### config.mk
export PLATFORM = sky130hd
export DESIGN_NAME = comb_arbiter
export DESIGN_NICKNAME = d
export VERILOG_FILES = /design/src/rtl/comb_arbiter.sv
export SDC_FILE = /design/constraint.sdc
export NUM_CORES = 1
export LEC_CHECK = 0
export CORE_MARGIN = 5
export CORE_UTILIZATION = 25
export CTS_BUF_LIST = sky130_fd_sc_hd__clkbuf_2 sky130_fd_sc_hd__clkbuf_4 sky130_fd_sc_hd__clkbuf_8
export DETAILED_ROUTE_END_ITERATION = 8
export PLACE_DENSITY = 0.38
export SLEW_MARGIN = 20
export SYNTH_ARGS = -nofsm -noshare
export SYNTH_HDL_FRONTEND = slang
export SYNTH_SLANG_ARGS = --single-unit
### constraint.sdc
create_clock -name clk -period 5 [get_ports clk]
set_input_delay 1 -clock clk [delete_from_list [all_inputs] [get_ports clk]]
set_output_delay 1 -clock clk [all_outputs]
set_load 0.02 [all_outputs]
### src/rtl/comb_arbiter.sv
// Shared comb (differentiator) stage for a multichannel CIC decimator.
// One subtractor is time-shared round-robin; each channel keeps a private delay line.
module comb_arbiter #(
    parameter int unsigned WordLengthBits = 29,
    parameter int unsigned DelayLength    = 2,
    parameter int unsigned NumChannels    = 2,
    localparam int unsigned ChanBits      = (NumChannels > 2) ? $clog2(NumChannels) : 1
) (
    input  logic                             clk,
    input  logic                             rst,
    input  logic signed [WordLengthBits-1:0] in [NumChannels],
    input  logic [NumChannels-1:0]           in_valid,
    output logic [NumChannels-1:0]           in_ready,
    output logic signed [WordLengthBits-1:0] out,
    output logic [ChanBits-1:0]              out_channel,
    output logic                             out_valid,
    input  logic                             out_ready
);

    logic [ChanBits-1:0]              rr_q, rr_d;
    logic signed [WordLengthBits-1:0] delay_q [NumChannels][DelayLength];
    logic signed [WordLengthBits-1:0] out_q, out_d;
    logic [ChanBits-1:0]              chan_q, chan_d;
    logic                             valid_q, valid_d;

    logic                             slot_free;
    logic                             accept;
    logic [NumChannels-1:0]           upper_mask;
    logic [NumChannels-1:0]           upper_req;
    logic [NumChannels-1:0]           pick_req;
    logic [NumChannels-1:0]           grant;
    logic [ChanBits-1:0]              grant_idx;
    logic                             grant_found;
    logic signed [WordLengthBits-1:0] sel_in;
    logic signed [WordLengthBits-1:0] sel_tap;
    logic signed [WordLengthBits-1:0] diff;

    // Holding rst keeps the grant off so nothing is accepted on the reset edge.
    assign slot_free = !rst && (!valid_q || out_ready);

    // Round-robin: prefer the lowest requester at or above rr_q, else wrap to the lowest.
    always_comb begin
        upper_mask = '0;
        for (int ch = 0; ch < NumChannels; ch++) begin
            upper_mask[ch] = (ch >= int'(rr_q));
        end
        upper_req = in_valid & upper_mask;
        pick_req  = (upper_req != '0) ? upper_req : in_valid;
    end

    always_comb begin
        grant       = '0;
        grant_idx   = '0;
        grant_found = 1'b0;
        for (int ch = 0; ch < NumChannels; ch++) begin
            if (!grant_found && pick_req[ch]) begin
                grant[ch]   = 1'b1;
                grant_idx   = ChanBits'(ch);
                grant_found = 1'b1;
            end
        end
    end

    assign in_ready = slot_free ? grant : '0;
    assign accept   = |in_ready;

    // One-hot mux onto the shared subtractor; wraps modulo 2^WordLengthBits.
    always_comb begin
        sel_in  = '0;
        sel_tap = '0;
        for (int ch = 0; ch < NumChannels; ch++) begin
            if (grant[ch]) begin
                sel_in  = in[ch];
                sel_tap = delay_q[ch][DelayLength-1];
            end
        end
        diff = sel_in - sel_tap;
    end

    always_comb begin
        rr_d = rr_q;
        if (accept) begin
            rr_d = (grant_idx == ChanBits'(NumChannels - 1)) ? '0 : grant_idx + ChanBits'(1);
        end
    end

    always_comb begin
        out_d   = out_q;
        chan_d  = chan_q;
        valid_d = valid_q;
        if (accept) begin
            out_d   = diff;
            chan_d  = grant_idx;
            valid_d = 1'b1;
        end else if (out_ready) begin
            valid_d = 1'b0;
        end
    end

    always_ff @(posedge clk) begin
        if (rst) begin
            rr_q    <= '0;
            out_q   <= '0;
            chan_q  <= '0;
            valid_q <= 1'b0;
        end else begin
            rr_q    <= rr_d;
            out_q   <= out_d;
            chan_q  <= chan_d;
            valid_q <= valid_d;
        end
    end

    // Only the granted channel's line shifts; the others keep their history.
    always_ff @(posedge clk) begin
        for (int ch = 0; ch < NumChannels; ch++) begin
            if (rst) begin
                for (int k = 0; k < DelayLength; k++) begin
                    delay_q[ch][k] <= '0;
                end
            end else if (accept && grant[ch]) begin
                delay_q[ch][0] <= in[ch];
                for (int k = 1; k < DelayLength; k++) begin
                    delay_q[ch][k] <= delay_q[ch][k-1];
                end
            end
        end
    end

    assign out         = out_q;
    assign out_channel = chan_q;
    assign out_valid   = valid_q;

    grant_onehot: assert property (@(posedge clk) disable iff (rst) $onehot0(in_ready));
    grant_requested: assert property (@(posedge clk) disable iff (rst)
        (in_ready & ~in_valid) == '0);
    stall_no_grant: assert property (@(posedge clk) disable iff (rst)
        (out_valid && !out_ready) |-> (in_ready == '0));

endmodule

==> results.md <==
* Gr ovfl total at 0
* Comb power frac at 27.9%
* Drt via density at 4.85
* # resized after CTS at 0
* Sequential area share after synthesis at 55.2%
* Most frequent CP cell: clkdlybuf4s50_1
* Setup TNS at 0 ns
* Min-delay worst type: reg2reg
* CP peak stage delay at 0.64 ns
* Crit path arrival time at 3.23 ns
* FMAX at 236 MHz
* CTS sink cnt at 148
* IO Pins at 96
* Top cell type by total area after synthesis: edfxtp_1
* Multi-input gate area at 3140 µm²
* Vias in the first global route at 5617
* Yosys cell types at 52
* Synth area leaders: edfxtp_1 47%, and3_1 9.9%, dfxtp_1 8.6%, ha_1 4.7%, a22o_1 3.3%
* CP cell instances: clkdlybuf4s50_1 > a21boi_4 > buf_12 > and2_1 > clkdlybuf4s50_1
* Die X at 183 µm
* Clk pwr share at 28.3%
* Post-synth EDFFs at 116
* CTS tree: done
* Via count at 5563
* Synth top area share at 46.6%
* Slew Limit Fails at 0
* P per Cell Area at 370 nW/µm²
* Final setup viols at 0
* Endpoints failing hold at 0
* Final Core Density at 31.4%
* Synth cell count leaders: 118 x and3_1, 116 x edfxtp_1, 51 x nand2_1
* Cells after synthesis at 672
* Global-route wire length before repair at 33.4 mm
* Gr busiest metal: met1
* Synth-to-layout area growth at 24.2%
* Most common cell in the netlist: and3_1
* Post-synth ARST share at 0%
* Die area at 33500 µm²
* Worst skew pair latency at 0.45 ns
* Clk buf depth at 2
* Port Buf Inserts at 95
* Startpoint Class: primary input
* GPL Wtd Cong at 0.814
* Crit end category: output pin
* Max-slew headroom at 36.1%
* Mapped Area at 7480 µm²
* Grt met2 use at 18.4%
* DR iter-0 viols at 438
* CP max FO at 49
* Crit path kind: in2out
* Total routed wirelength at 21.3 mm
* Crit share post-route at 84.6%
* Worst-Margin Slew at 0.958 ns
* Max Cap Violations at 0
* Number of diodes at 0
* Top FF cell, synth: edfxtp_1
* Ys Warns at 0
* TritonCTS buffer count at 17
* #FFs+latches synth at 148
* GRT Overall Usage at 12.7%
* Layout cells sized above 1 at 7.79%
* Outcome: finished clean
* TritonRoute pass-1 iters at 5
* DRC Markers at 0
* Minimum clock period at 4.23 ns
* Syn Nets at 764
* Clock slew at reported path FFs at 0.08 ns
* Fillers at 3008
* Sw Share at 32.7%
* NetSw at 1.12 mW
* Die Ht at 183 µm
* Worst-case clock skew at 0.0167 ns
* Htree depth at 4
* GRT met1 Usage at 19.2%
* Placed wire-length estimate at 14.8 mm
* Starting density of the core at 25.3%
* Internal power at 2.31 mW
* Syn Area/Cell at 11.1 µm²
* Required @ worst endpoint at 4.00 ns
* Nets@finish at 836
* Detail-routed net length per standard cell at 18.6 µm
* Grt met3 use at 2.46%
* Clock Tree Root: clkbuf_8
* Initial antenna violation count at 0
* Max VDD drop at 0.173 mV
* CP max-delay cell: clkdlybuf4s50_1
* Post-route ant nets at 0
* # rows at 63
* Register area at 4120 µm²
* Pleak at 3.74 nW
* Setup bufs post-CTS at 0
* Largest net degree at the start of global routing at 115
* Core area at 29600 µm²
* RSZ-0062 raised after global routing: false
* # hold bufs at CTS at 0
* Min Hold Slack at 0.453 ns
* Reg power frac at 43.8%
state kept, by name, summed over array words and instances (netlist names):
| register | flops |
|---|---|
| out_valid | 1 |
| out | 29 |
| rr_q | 1 |
| delay_q | 116 |
| out_channel | 1 |
path summary, 6_finish.rpt:
| check | from | endpoint | slack [ns] | cells past startpoint |
|---|---|---|---|---|
| setup / recovery | in_valid[1] | in_ready[1] | 0.77 | 5 |
| hold / removal | out[5] | out[5] | 0.45 | 2 |
| setup reg to reg | rr_q | out[28] | 1.76 | 13 |
| hold reg to reg | out[5] | out[5] | 0.45 | 2 |
power by group through the flow:
| stage | Sequential (mW) | Clock [mW] | Combinational, mW |
|---|---|---|---|
| 2_1_floorplan | 1.58 | 0 | 0.529 |
| 3_3_place_gp | 1.53 | 0 | 0.960 |
| 3_5_place_dp | 1.53 | 0 | 0.963 |
| 5_1_grt | 1.52 | 1.05 | 1.05 |
| 4_1_cts | 1.51 | 1.01 | 0.967 |
| 6_report | 1.50 | 0.974 | 0.958 |
worst max-delay path, delay by kind of cell:
family / cells / cell delay (ns)
buffers and inverters: 3 / 1.53
AO/OA/AOI/OAI: 1 / 0.47
AND/OR/NAND/NOR: 1 / 0.21
per-layer routing:
layer / vias up / part of all wire, %
li1: 2700 / -
met1: 2701 / 53
met2: 144 / 42
met3: 18 / 4.1
met4: 0 / 1.3
met5: - / 0
logic make-up after synthesis:
group | count (synthesis) | share of synthesized area, %
simple gates | 224 | 16.5
compound gates | 181 | 17.0
flops | 148 | 55.2
buf+inv | 64 | 3.31
fa+ha+maj | 29 | 4.95
xor+xnor | 26 | 3.05
layout by cell type, fill, tap and decap left out, drive strengths merged, types with 2 or more instances in the layout:
cell / n
a211oi: 5
a21boi: 5
a21o: 6
a21oi: 43
a22o: 28
a22oi: 29
a31oi: 6
and2: 4
and3: 119
buf: 11
bufinv: 2
clkbuf: 19
clkdlybuf4s50: 95
clkinv: 5
clkinvlp: 2
dfxtp: 32
edfxtp: 116
ha: 28
inv: 15
nand2: 51
nand3: 7
nand3b: 6
nand4: 9
nor2: 16
nor2b: 2
nor3: 3
o211ai: 3
o21a: 5
o21ai: 31
o21bai: 5
o31ai: 5
or2: 4
xnor2: 14
xor2: 12
metrics by stage:
stage               worst slack (ns)  instances  power, mW  area (µm²)
floorplan                       1.10        672       2.11        7480
global placement               0.558       1115       2.49        8890
detailed placement             0.463       1115       2.50        8890
CTS                            0.747       1147       3.48        9290
global route                   0.658       1147       3.62        9290
finish                         0.768       1147       3.44        9290
cell type report:
type	instances	share of cell area [%]
clock buffers	19	2.68
inverters	11	0.445
clock inverters	13	1.60
well taps	390	5.26
multi-input cells	460	33.8
flip-flops and latches	148	44.4
repair buffers	106	11.8
Power figures use the tool's default switching activity.
